==> src/rtl/vram_arbiter_if.sv <==
// Bundle between the text renderer, MCU write link and the character RAM.
// The arbiter takes the slave view; the side driving requests and holding the RAM takes master.
interface vram_arbiter_if #(
  parameter int AW = 11,
  parameter int DW = 8
);
  logic          frame;
  logic          disp_req;
  logic [AW-1:0] disp_addr;
  logic          disp_valid;
  logic [DW-1:0] disp_data;
  logic          wr_valid;
  logic          wr_ready;
  logic [AW-1:0] wr_addr;
  logic [DW-1:0] wr_data;
  logic          clr_req;
  logic          clr_busy;
  logic          ram_en;
  logic          ram_we;
  logic [AW-1:0] ram_addr;
  logic [DW-1:0] ram_wdata;
  logic [DW-1:0] ram_rdata;

  modport slave (
    input  frame, disp_req, disp_addr, wr_valid, wr_addr, wr_data, clr_req, ram_rdata,
    output disp_valid, disp_data, wr_ready, clr_busy, ram_en, ram_we, ram_addr, ram_wdata
  );

  modport master (
    output frame, disp_req, disp_addr, wr_valid, wr_addr, wr_data, clr_req, ram_rdata,
    input  disp_valid, disp_data, wr_ready, clr_busy, ram_en, ram_we, ram_addr, ram_wdata
  );
endinterface

==> src/rtl/vram_arbiter.sv <==
// Single-port character RAM arbiter: scanout reads win every slot, MCU writes queue in a
// small FIFO, and a frame-aligned clear sweeps the screen before queued writes resume.
module vram_arbiter #(
  parameter int            AW      = 11,
  parameter int            DW      = 8,
  parameter int            DEPTH   = 2000,
  parameter int            FIFO_AW = 2,
  parameter logic [DW-1:0] CLR_VAL = DW'(8'h20)
) (
  input logic           pix_clk,
  input logic           rst_n,
  vram_arbiter_if.slave bus
);

  localparam int FIFO_N = 1 << FIFO_AW;

  localparam logic [1:0] ST_IDLE     = 2'd0;
  localparam logic [1:0] ST_CLR_WAIT = 2'd1;
  localparam logic [1:0] ST_CLEAR    = 2'd2;

  logic [1:0]         state;
  logic [AW-1:0]      clr_ptr;
  logic [AW-1:0]      fifo_addr [FIFO_N];
  logic [DW-1:0]      fifo_data [FIFO_N];
  logic [FIFO_AW-1:0] wr_ptr;
  logic [FIFO_AW-1:0] rd_ptr;
  logic [FIFO_AW:0]   count;
  logic               full;
  logic               empty;
  logic               push;
  logic               pop;
  logic               disp_grant;
  logic               clr_grant;
  logic               vld_p0;
  logic               vld_p1;

  assign full         = (count == (FIFO_AW+1)'(FIFO_N));
  assign empty        = (count == '0);
  assign bus.wr_ready = !full;
  assign bus.clr_busy = (state != ST_IDLE);
  assign push         = bus.wr_valid && !full;

  // Scanout never waits; the clear sweep holds off the FIFO so queued text lands on top of it.
  assign disp_grant = bus.disp_req;
  assign clr_grant  = !bus.disp_req && (state == ST_CLEAR);
  assign pop        = !bus.disp_req && (state != ST_CLEAR) && !empty;

  always_ff @(posedge pix_clk) begin
    if (push) begin
      fifo_addr[wr_ptr] <= bus.wr_addr;
      fifo_data[wr_ptr] <= bus.wr_data;
    end
  end

  always_ff @(posedge pix_clk or negedge rst_n) begin
    if (!rst_n) begin
      wr_ptr <= '0;
      rd_ptr <= '0;
      count  <= '0;
    end else begin
      if (push) wr_ptr <= wr_ptr + 1'b1;
      if (pop)  rd_ptr <= rd_ptr + 1'b1;
      case ({push, pop})
        2'b10:   count <= count + 1'b1;
        2'b01:   count <= count - 1'b1;
        default: count <= count;
      endcase
    end
  end

  always_ff @(posedge pix_clk or negedge rst_n) begin
    if (!rst_n) begin
      state   <= ST_IDLE;
      clr_ptr <= '0;
    end else begin
      case (state)
        ST_IDLE: if (bus.clr_req) state <= ST_CLR_WAIT;
        ST_CLR_WAIT: begin
          clr_ptr <= '0;
          if (bus.frame) state <= ST_CLEAR;
        end
        ST_CLEAR: begin
          if (clr_grant) begin
            if (clr_ptr == AW'(DEPTH-1)) begin
              clr_ptr <= '0;
              state   <= ST_IDLE;
            end else begin
              clr_ptr <= clr_ptr + 1'b1;
            end
          end
        end
        default: state <= ST_IDLE;
      endcase
    end
  end

  // Stage p0: granted command presented to the RAM
  always_ff @(posedge pix_clk or negedge rst_n) begin
    if (!rst_n) begin
      bus.ram_en    <= 1'b0;
      bus.ram_we    <= 1'b0;
      bus.ram_addr  <= '0;
      bus.ram_wdata <= '0;
      vld_p0        <= 1'b0;
    end else begin
      bus.ram_en    <= disp_grant || clr_grant || pop;
      bus.ram_we    <= clr_grant || pop;
      bus.ram_addr  <= disp_grant ? bus.disp_addr :
                       clr_grant  ? clr_ptr : fifo_addr[rd_ptr];
      bus.ram_wdata <= clr_grant ? CLR_VAL : fifo_data[rd_ptr];
      vld_p0        <= disp_grant;
    end
  end

  // Stage p1: RAM read data on ram_rdata; stage p2: registered scanout result
  always_ff @(posedge pix_clk or negedge rst_n) begin
    if (!rst_n) begin
      vld_p1         <= 1'b0;
      bus.disp_valid <= 1'b0;
      bus.disp_data  <= '0;
    end else begin
      vld_p1         <= vld_p0;
      bus.disp_valid <= vld_p1;
      if (vld_p1) bus.disp_data <= bus.ram_rdata;
    end
  end

endmodule
==> src/flat_wrapper.sv <==
// flat-port wrapper written by rule: the top's interface ports become plain ports
module vram_arbiter_flat 
#(
  parameter int            AW      = 11,
  parameter int            DW      = 8,
  parameter int            DEPTH   = 2000,
  parameter int            FIFO_AW = 2,
  parameter logic [DW-1:0] CLR_VAL = DW'(8'h20)
)
  (pix_clk, rst_n, bus_frame, bus_disp_req, bus_disp_addr, bus_wr_valid, bus_wr_addr, bus_wr_data, bus_clr_req, bus_ram_rdata, bus_disp_valid, bus_disp_data, bus_wr_ready, bus_clr_busy, bus_ram_en, bus_ram_we, bus_ram_addr, bus_ram_wdata);
  vram_arbiter_if #(.AW(AW), .DW(DW)) bus_i ();
  input logic pix_clk;
  input logic rst_n;
  input wire logic [$bits(bus_i.frame)-1:0] bus_frame;
  input wire logic [$bits(bus_i.disp_req)-1:0] bus_disp_req;
  input wire logic [$bits(bus_i.disp_addr)-1:0] bus_disp_addr;
  input wire logic [$bits(bus_i.wr_valid)-1:0] bus_wr_valid;
  input wire logic [$bits(bus_i.wr_addr)-1:0] bus_wr_addr;
  input wire logic [$bits(bus_i.wr_data)-1:0] bus_wr_data;
  input wire logic [$bits(bus_i.clr_req)-1:0] bus_clr_req;
  input wire logic [$bits(bus_i.ram_rdata)-1:0] bus_ram_rdata;
  output wire logic [$bits(bus_i.disp_valid)-1:0] bus_disp_valid;
  output wire logic [$bits(bus_i.disp_data)-1:0] bus_disp_data;
  output wire logic [$bits(bus_i.wr_ready)-1:0] bus_wr_ready;
  output wire logic [$bits(bus_i.clr_busy)-1:0] bus_clr_busy;
  output wire logic [$bits(bus_i.ram_en)-1:0] bus_ram_en;
  output wire logic [$bits(bus_i.ram_we)-1:0] bus_ram_we;
  output wire logic [$bits(bus_i.ram_addr)-1:0] bus_ram_addr;
  output wire logic [$bits(bus_i.ram_wdata)-1:0] bus_ram_wdata;
  assign bus_i.frame = bus_frame;
  assign bus_i.disp_req = bus_disp_req;
  assign bus_i.disp_addr = bus_disp_addr;
  assign bus_i.wr_valid = bus_wr_valid;
  assign bus_i.wr_addr = bus_wr_addr;
  assign bus_i.wr_data = bus_wr_data;
  assign bus_i.clr_req = bus_clr_req;
  assign bus_i.ram_rdata = bus_ram_rdata;
  assign bus_disp_valid = bus_i.disp_valid;
  assign bus_disp_data = bus_i.disp_data;
  assign bus_wr_ready = bus_i.wr_ready;
  assign bus_clr_busy = bus_i.clr_busy;
  assign bus_ram_en = bus_i.ram_en;
  assign bus_ram_we = bus_i.ram_we;
  assign bus_ram_addr = bus_i.ram_addr;
  assign bus_ram_wdata = bus_i.ram_wdata;
  vram_arbiter #(.AW(AW), .DW(DW), .DEPTH(DEPTH), .FIFO_AW(FIFO_AW), .CLR_VAL(CLR_VAL)) u_core (.pix_clk(pix_clk), .rst_n(rst_n), .bus(bus_i));
endmodule
==> config.mk <==
export PLATFORM = sky130hd
export DESIGN_NAME = vram_arbiter_flat
export DESIGN_NICKNAME = d
export VERILOG_FILES = /design/src/rtl/vram_arbiter_if.sv /design/src/rtl/vram_arbiter.sv /design/src/flat_wrapper.sv
export SDC_FILE = /design/constraint.sdc
export NUM_CORES = 1
export LEC_CHECK = 0
export BUFFER_PORTS_ARGS = -buffer_cell sky130_fd_sc_hd__buf_2
export CAP_MARGIN = 10
export CORE_ASPECT_RATIO = 1.1
export CORE_MARGIN = 2
export CORE_UTILIZATION = 40
export CTS_BUF_LIST = sky130_fd_sc_hd__clkbuf_16
export DETAILED_ROUTE_END_ITERATION = 6
export PLACE_DENSITY_LB_ADDON = 0.25
export SLEW_MARGIN = 20
export SYNTH_ARGS = -nofsm -noshare
export SYNTH_HDL_FRONTEND = slang
export SYNTH_SLANG_ARGS = --single-unit
export TNS_END_PERCENT = 20
==> constraint.sdc <==
create_clock -name pix_clk -period 5.5 [get_ports pix_clk]
set_input_delay 0.275 -clock pix_clk [delete_from_list [all_inputs] [get_ports pix_clk]]
set_output_delay 0.275 -clock pix_clk [all_outputs]
set_load 0.01 [all_outputs]
* Word level (Yosys, flattened, before mapping) *
Memories as Yosys holds them, arrays and structs flattened.
Index checks and enable logic that the tools add are counted.

cells by class
  multiplexer cells = 14
  reduce and logical (&&, ||, !) cells = 17
  equality and inequality tests = 11
  add/subtract/negate cells = 5

operators by type and width
  kind                                                                      count
  11-bit 2-to-1 mux                                                         4
  11-bit case mux with 2 select lines                                       1
  11-bit by 1-bit adder with 11-bit output (second input constant)          1
  11-bit equality test (second input constant)                              1
  2-bit 2-to-1 mux                                                          4
  8-bit 2-to-1 mux                                                          1
  2-bit inequality test (second input constant)                             4
  2-bit case mux with 3 select lines                                        1
  3-bit case mux with 2 select lines                                        1
  2-bit nonzero test                                                        3
  2-bit by 1-bit adder with 2-bit output (second input constant)            2
  2-bit by 1-bit equality test with 1-bit output (second input constant)    2
  2-bit equality test (second input constant)                               2
  1-bit logical AND                                                         4
  4-bit AND reduction                                                       1
  3-bit by 1-bit adder with 3-bit output (second input constant)            1
  3-bit equality test (second input constant)                               1
  1-bit zero test                                                           3
  3-bit zero test                                                           1
  1-bit logical OR                                                          3
  3-bit by 1-bit subtractor with 3-bit output (second input constant)       1
  2-bit zero test                                                           1
  1-bit 2-to-1 mux                                                          2
  2-bit by 1-bit inequality test with 1-bit output (second input constant)  1
  2-bit AND reduction                                                       1

word-level totals
  output and inout bits = 32
  flip-flop bits (word level) = 52
  input port bits = 44
  memories = 2
  RAM bits = 76

memories
  name              words  bits a word  read ports  clocked after memory_dff  wr ports  RTL line            text
  u_core.fifo_addr  4      11           1           0                         1         vram_arbiter.sv:23  logic [AW-1:0] fifo_addr [FIFO_N];
  u_core.fifo_data  4      8            1           0                         1         vram_arbiter.sv:24  logic [DW-1:0] fifo_data [FIFO_N];

* Logic depth before layout (Yosys ltp) *
Gate-level depths: netlist (run 1).

  word-level depth = 5
  mapped depth = 10

* Worst setup path after synthesis (run 1) *
OpenSTA, ideal clock, no wires.

  path kind = flip-flop to flip-flop
  from = reg u_core.count[0]
  to = reg u_core.count[2]
  data arrival time = 1.903 ns
  period minus slack after synthesis = 1.982 ns
  slack = 3.518 ns
  buffers on the path = 0
  stages on the path, launching flop included = 11
  setup time = 0.079 ns
  cell sequence = dfrtp_1 > inv_1 > nand3_1 > and2_1 > inv_1 > ha_1 > inv_1 > fa_1 > xor2_1 > nor2_1 > xor2_1

on the way
  cells in the longest elaborated chain, start to end = 5

RTL lines
  what                                                                                   RTL line            text
  start, declared                                                                        vram_arbiter.sv:27  logic [FIFO_AW:0] count;
  start signal, assigned                                                                 vram_arbiter.sv:64  2'b10: count <= count + 1'b1;
  start signal, assigned                                                                 vram_arbiter.sv:65  2'b01: count <= count - 1'b1;
  start signal, assigned                                                                 vram_arbiter.sv:66  default: count <= count;
  3-bit equality test *                                                                  vram_arbiter.sv:37  assign full = (count == (FIFO_AW+1)'(FIFO_N));
  1-bit zero test *                                                                      --
  via bus_wr_ready                                                                       flat_wrapper.sv:24  output wire logic [$bits(bus_i.wr_ready)-1:0] bus_wr_ready;
  1-bit logical AND *                                                                    vram_arbiter.sv:41  assign push = bus.wr_valid && !full;
  2-bit by 1-bit equality test with 1-bit output or 2-bit equality test (tied branches)  vram_arbiter.sv:63  case ({push, pop})
  3-bit case mux with 2 select lines or 2-bit nonzero test (tied branches)               --

The timed path passes the listed nets; every way through them passes the cells marked *.
A chain may end at the register's enable or synchronous reset.

* Worst setup path after layout (run 1) *
  from = reg u_core.state[1]
  to = reg u_core.count[2]

on the way
  cells in the longest elaborated chain, start to end = 5

RTL lines
  what                                                                                   RTL line            text
  start, declared                                                                        vram_arbiter.sv:21  logic [1:0] state;
  start signal, assigned                                                                 vram_arbiter.sv:73  state <= ST_IDLE;
  start signal, assigned                                                                 vram_arbiter.sv:77  ST_IDLE: if (bus.clr_req) state <= ST_CLR_WAIT;
  start signal, assigned                                                                 vram_arbiter.sv:80  if (bus.frame) state <= ST_CLEAR;
  2-bit inequality test *                                                                vram_arbiter.sv:46  assign pop = !bus.disp_req && (state != ST_CLEAR) && !empty;
  1-bit logical AND * (2 in a row)                                                       vram_arbiter.sv:46
  via u_core.pop                                                                         vram_arbiter.sv:31  logic pop;
  2-bit by 1-bit equality test with 1-bit output or 2-bit equality test (tied branches)  vram_arbiter.sv:63
  3-bit case mux with 2 select lines or 2-bit nonzero test (tied branches)               --

Marks and branches as above.

==> out/qor.yml, run 1 <==
logic_synthesis:
  synth_top_flop_cell: "edfxtp_1"
  synth_cell_types: 41
  synth_top_area_frac: 0.450
  synth_most_common_cell: "edfxtp_1"
  synth_top_cell_by_area: "edfxtp_1"
  synthArstFlopShare: 0.406
  syn_nets: 356
  avgSynthCellArea_um2: 16.6
  synth_common_cells: "edfxtp_1 (76), dfrtp_1 (52), mux4_2 (19)"
  synth_cells: 305
  synth_area_leaders: "edfxtp_1 (45%), dfrtp_1 (26%), mux4_2 (8.4%)"
  yosysSeqAreaShare: 0.706
  synth_edf_count: 76
  syn_area_mm2: 0.00508
  ys.warnings.count: 0
  ys_ff_latch: 128
cts:
  cts_tree: "built"
  clock_path_buffers: 2
  post_cts_buffers: 0
  clk-insertion-delay-late_ps: 400
  cts-htree-levels: 4
  cts_root_buf: "clkbuf_16"
  cts_sinks: 128
  cts_buffers: 17
  clkTransAtPathRegs_ps: 50
  cts_resized: 0
  ctsHoldBuffers: 0
route:
  remaining_drc_errors: 0
  first_pass_iters: 4
  avgRoutedWirePerCell_um: 16.6
  drt_iter0_markers: 116
  detail-route-antenna-nets: 0
  routed_wl_um: 9280
  vias: 2813
  vias_per_cell: 5.03
global_route:
  grt_pass1_wl_um: 15100
  grt_start_max_net_pins: 53
  grt-ovfl-total: 0
  gr-usage-all-layers: 0.147
  antenna_found_initial: 1
  grt_pass1_vias: 2917
timing:
  finalMaxSlewViolations: 0
  finalCriticalPeriod_ps: 2190
  fin_setup_tns_ps: 0
  finClkSkew_ps: 6.91
  tightest_slew_ps: 1020
  setup_violations: 0
  fmax_ghz: 0.457
  holdWs_ps: -0.0547
  period_share: 0.398
  timing.slew.headroom: 0.318
  hold_viol: 1
  rsz0062_at_grt: "no"
floorplanning:
  coreArea_mm2: 0.0125
  dieHeight_um: 122
  initial_core_util: 0.407
  fp.dieW_um: 111
  dieArea_mm2: 0.0136
  rows: 43
  io_pins: 76
power:
  powerDensity_mw_per_mm2: 512
  power.leakage_nw: 2.46
  vdd_drop_max_mv: 0.233
critical_path:
  critPathLaunchType: "flip-flop"
  r2r_slack_ps: 3310
  arrival_ps: 2510
  crit_top_cell: "xor2_1"
  cp-end-kind: "flip-flop"
  cp_slowest_cell: "dfrtp_1"
  crit_buf_inv: 2
  crit_family: "adder cells"
  crit_fanout: 15
  path_class: "reg -> reg"
  cp.required_ps: 5820
  worstPathCellList: "nor2b_1 -> buf_4 -> nor3_2 -> ha_1 -> inv_1 -> fa_1 -> xor2_1 -> nor2_1 -> xor2_1"
  max_stage_delay_ps: 410
finish:
  drive_above_1_share: 0.333
  utilization: 0.492
  area_growth_pct: 21.0
  final_nets: 440
  antenna_cells: 0
run_status:
  violations: "hold timing"
  status: "finished, violations left"
placement:
  port_buffers: 75
  dp_hpwl_um: 5850
  gp_congestion: 0.784
flow_run:
  drv_cap: 0
min_path:
  hold_class: "in -> async"
## power breakdown
part           switching (W)  internal (W)
Clock               0.000368      0.000648
Sequential          0.000106       0.00126
Combinational       0.000398      0.000365
## path summary, 6_finish.rpt
| path | startpoint | cells after the start | to |
|---|---|---|---|
| worst max-delay path | u_core.state[1] | 9 | u_core.count[2] |
| worst min-delay path | rst_n | 2 | u_core.bus.ram_addr[7] |
| worst max register to register | u_core.state[1] | 9 | u_core.count[2] |
| worst min register to register | u_core.vld_p0 | 0 | u_core.vld_p1 |
| max in group asynchronous | rst_n | 2 | u_core.bus.ram_wdata[2] |
| min in group pix_clk | bus_disp_addr[3] | 3 | u_core.bus.ram_addr[3] |
## metal layers
metal,vias up,global-route usage,share of wire,wire (um)
met5,-,0,0.00075,7
met4,2,0.0633,0.011,105
met3,10,0.0522,0.060,560
met2,72,0.239,0.49,4590
met1,1421,0.181,0.43,4020
li1,1308,-,-,-
## sequential cells by signal, summed over array words and instances, names as in the netlist, 2 cells and up
name	cells
u_core.fifo_addr	44
u_core.fifo_data	32
u_core.bus.ram_addr	11
u_core.clr_ptr	11
u_core.bus.disp_data	8
u_core.bus.ram_wdata	8
u_core.count	3
u_core.rd_ptr	2
u_core.state	2
u_core.wr_ptr	2
## cell type report
| cell class | count | area [um2] |
|---|---|---|
| Sequential cell | 128 | 3580 |
| Timing Repair Buffer | 78 | 398 |
| Clock inverter | 15 | 116 |
| Multi-Input combinational cell | 155 | 1390 |
| Fill cell | 1099 | 6340 |
| Tap cell | 157 | 196 |
| Clock buffer | 17 | 425 |
| Inverter | 9 | 33.8 |
## through the flow
stage / instance area [um2] / worst slack [ps] / hold WS, ps / cells / total power (W)
finish: 6140 / 3310 / -0.0547 / 559 / 0.00314
global placement: 5600 / 3370 / 342 / 527 / 0.00216
floorplan: 5080 / 3520 / -20.6 / 305 / 0.00191
CTS: 6140 / 3290 / 38.6 / 559 / 0.00320
global route: 6140 / 3110 / 63.1 / 559 / 0.00332
detailed placement: 5600 / 3300 / 359 / 527 / 0.00217
## cells in the final DEF, fill, tap and decap left out, types with 9 or more instances in the layout
cell / count
mux4_2: 19
o21ai_0: 17
edfxtp_1: 76
clkbuf_16: 17
mux2i_1: 14
dfrtp_1: 52
mux2_2: 9
buf_2: 75
nand2_1: 18
inv_1: 15
## kinds of logic after synthesis
kind of cell | count (synthesis) | share of synthesized area
xor+xnor | 10 | 0.0173
simple gates | 67 | 0.0737
compound gates | 29 | 0.0325
flops | 128 | 0.706
buf+inv | 22 | 0.0200
mux | 42 | 0.132
fa+ha+maj | 7 | 0.0187
Note: power is estimated with default switching activity, not from simulation.
==> inputs of run 2 (changes only) <==
Clock period 5.5 ns to 2.2 ns, I/O delays scaled along.
==> run 2 against run 1 <==
  * The run now ends clean
  * Count of clock-buffer cells in the layout did not move
  * Worst hold slack improved by 19 ps
  * Critical path depth rose by 1
  * Combinational power rose to 2.8 times the previous value
  * Sequential share of layout area fell by 4.4 points
  * Critical path type unchanged
  * Worst setup slack got worse by 3200 ps
  * Via count rose by 7.4%
==> out/qor.yml, run 2 (same netlist as run 1, synthesis figures left out) <==
critical_path:
  critPathLaunchType: "flip-flop"
  crit_fanout: 6  # -9
  path_class: "reg -> reg"
  cp.required_ps: 2520  # -3300 ps
  cp-end-kind: "flip-flop"
  arrival_ps: 2380  # -130 ps
cts:
  clock_path_buffers: 2  # unchanged
  cts_buffers: 17  # unchanged
  clk-insertion-delay-late_ps: 400  # about the same
  cts-htree-levels: 4  # unchanged
  cts_tree: "built"
  cts_root_buf: "clkbuf_16"
  post_cts_buffers: 0  # unchanged
  clkTransAtPathRegs_ps: 50  # about the same
  cts_sinks: 128  # unchanged
floorplanning:
  rows: 43  # unchanged
  dieHeight_um: 122  # unchanged
  dieArea_mm2: 0.0136  # unchanged
  fp.dieW_um: 111  # unchanged
  coreArea_mm2: 0.0125  # unchanged
  io_pins: 76  # unchanged
  initial_core_util: 0.407  # unchanged
finish:
  multiInputGateArea_mm2: 0.00140  # +0.36%
  largest_reg_flops: 44  # unchanged
  fillers: 1037  # -5.6%
  largest-register: "u_core.fifo_addr"
  layout_commonest_cell: "edfxtp_1"
  drive_above_1_share: 0.330  # -0.00296
  final_nets: 489  # +11%
  antenna_cells: 0  # unchanged
  largestRegisters: "u_core.fifo_addr: 44 flops, u_core.fifo_data: 32 flops"
  post-route-cell-area_mm2: 0.00665  # +8.1%
  final-instance-count-excl-fill: 608  # +8.8%
  area_growth_pct: 30.9
  final_cell_mix: "edfxtp_1 (76), buf_2 (75), dfrtp_1 (52)"
  register_area_mm2: 0.00358  # unchanged
route:
  vias_per_cell: 4.97  # -1.3%
  remaining_drc_errors: 0  # unchanged
  detail-route-antenna-nets: 0  # unchanged
  first_pass_iters: 4  # unchanged
  drt_iter0_markers: 121  # +4.3%
  avgRoutedWirePerCell_um: 16.4  # -0.94%
  routed_wl_um: 10000  # +7.7%
  vias: 3020  # +7.4%
timing:
  timing.slew.headroom: 0.481  # +0.163
  finalMaxSlewViolations: 0  # unchanged
  setup_violations: 0  # unchanged
  rsz0062_at_grt: "no"
  hold_viol: 0  # -1
  fmax_ghz: 0.486  # +6.4%
  period_share: 0.934  # +0.537
  finClkSkew_ps: 6.64  # -0.265 ps
  fin_setup_tns_ps: 0  # unchanged
  tightest_slew_ps: 779  # -245 ps
  fin_ws_ps: 144  # -3170 ps
  finalCriticalPeriod_ps: 2060  # -132 ps
power:
  power.leakage_nw: 2.66  # +8.0%
  powerDensity_mw_per_mm2: 1220  # +140%
  vdd_drop_max_mv: 0.529  # +130%
placement:
  post-place-ws_ps: 112  # -3190 ps
  gp_congestion: 0.816  # +4.1%
  dp_hpwl_um: 6110  # +4.5%
  port_buffers: 75  # unchanged
  placed_cell_area_mm2: 0.00568  # +1.3%
  post-place-cells: 535  # +1.5%
global_route:
  grt_pass1_wl_um: 16300  # +7.8%
  antenna_found_initial: 0  # -1
  grt-ovfl-total: 0  # unchanged
  grt_start_max_net_pins: 33  # -38%
  gr-usage-all-layers: 0.160  # +0.0123
  grt_pass1_vias: 3232  # +11%
run_status:
  status: "finished, final reports clean"
min_path:
  hold_class: "in -> reg"
flow_run:
  drv_cap: 0  # unchanged
## run 2: cell count changes in the layout (fill, tap and decap cells not counted), sizes merged
cell	change
dlygate4sd3	+41
inv	-4
clkinvlp	+3
clkinv	+1
buf	+8
## run 2: metal layers
layer / vias up / global-route usage / routed length, um
met5: - / 0 / 0
met4: 0 / 0.0748 / 162
met3: 10 / 0.0448 / 428
met2: 84 / 0.273 / 5150
met1: 1513 / 0.188 / 4260
li1: 1413 / - / -
## run 2: timing repair
item | 4_1_cts | 5_1_grt
hold buffers | 41 | 0
hold endpoints to repair | 127 | 0
setup endpoints to repair | 0 | 1
resized for setup | 0 | 3
## run 2: worst paths after layout
path                                 start                       to  slack [ps]  depth (start not counted)
min in group asynchronous            rst_n   u_core.bus.ram_addr[7]         320                          2
hold reg to reg              u_core.vld_p0            u_core.vld_p1         350                          0
hold / removal                   bus_frame          u_core.state[1]          20                          3
setup reg to reg           u_core.count[0]          u_core.count[2]         140                         10
setup / recovery           u_core.count[0]          u_core.count[2]         140                         10
max in group asynchronous            rst_n  u_core.bus.disp_data[1]        1200                          3
## run 2: final cells by class
class                           instances  share of cell area
Inverter                                9             0.00508
Multi-Input combinational cell        155               0.210
Clock inverter                         15              0.0194
Sequential cell                       128               0.539
Tap cell                              157              0.0296
Timing Repair Buffer                  127               0.133
Clock buffer                           17              0.0640
## run 2: worst max-delay path, stage by stage (launching register included)
cell and delay [ps]:
dfrtp_1 420, inv_2 110, nand3_2 100, and2_1 220, inv_1 70, ha_1 170
inv_1 70, fa_1 390, xor2_1 160, nor2_1 110, xor2_1 170
## run 2: power breakdown
part           switching [W]  total, W  internal, W
sequential          0.000204   0.00335      0.00315
clock               0.000959   0.00259      0.00163
combinational        0.00113   0.00217      0.00104
## run 2: stage by stage
stage | utilization | total power, W | hold slack (ps)
3_3_place_gp | 0.455 | 0.00546 | 223
2_1_floorplan | - | 0.00476 | -186
6_report | 0.532 | 0.00811 | 19.0
5_1_grt | 0.532 | 0.00858 | 20.8
4_1_cts | 0.532 | 0.00823 | 3.99
3_5_place_dp | 0.455 | 0.00553 | 240
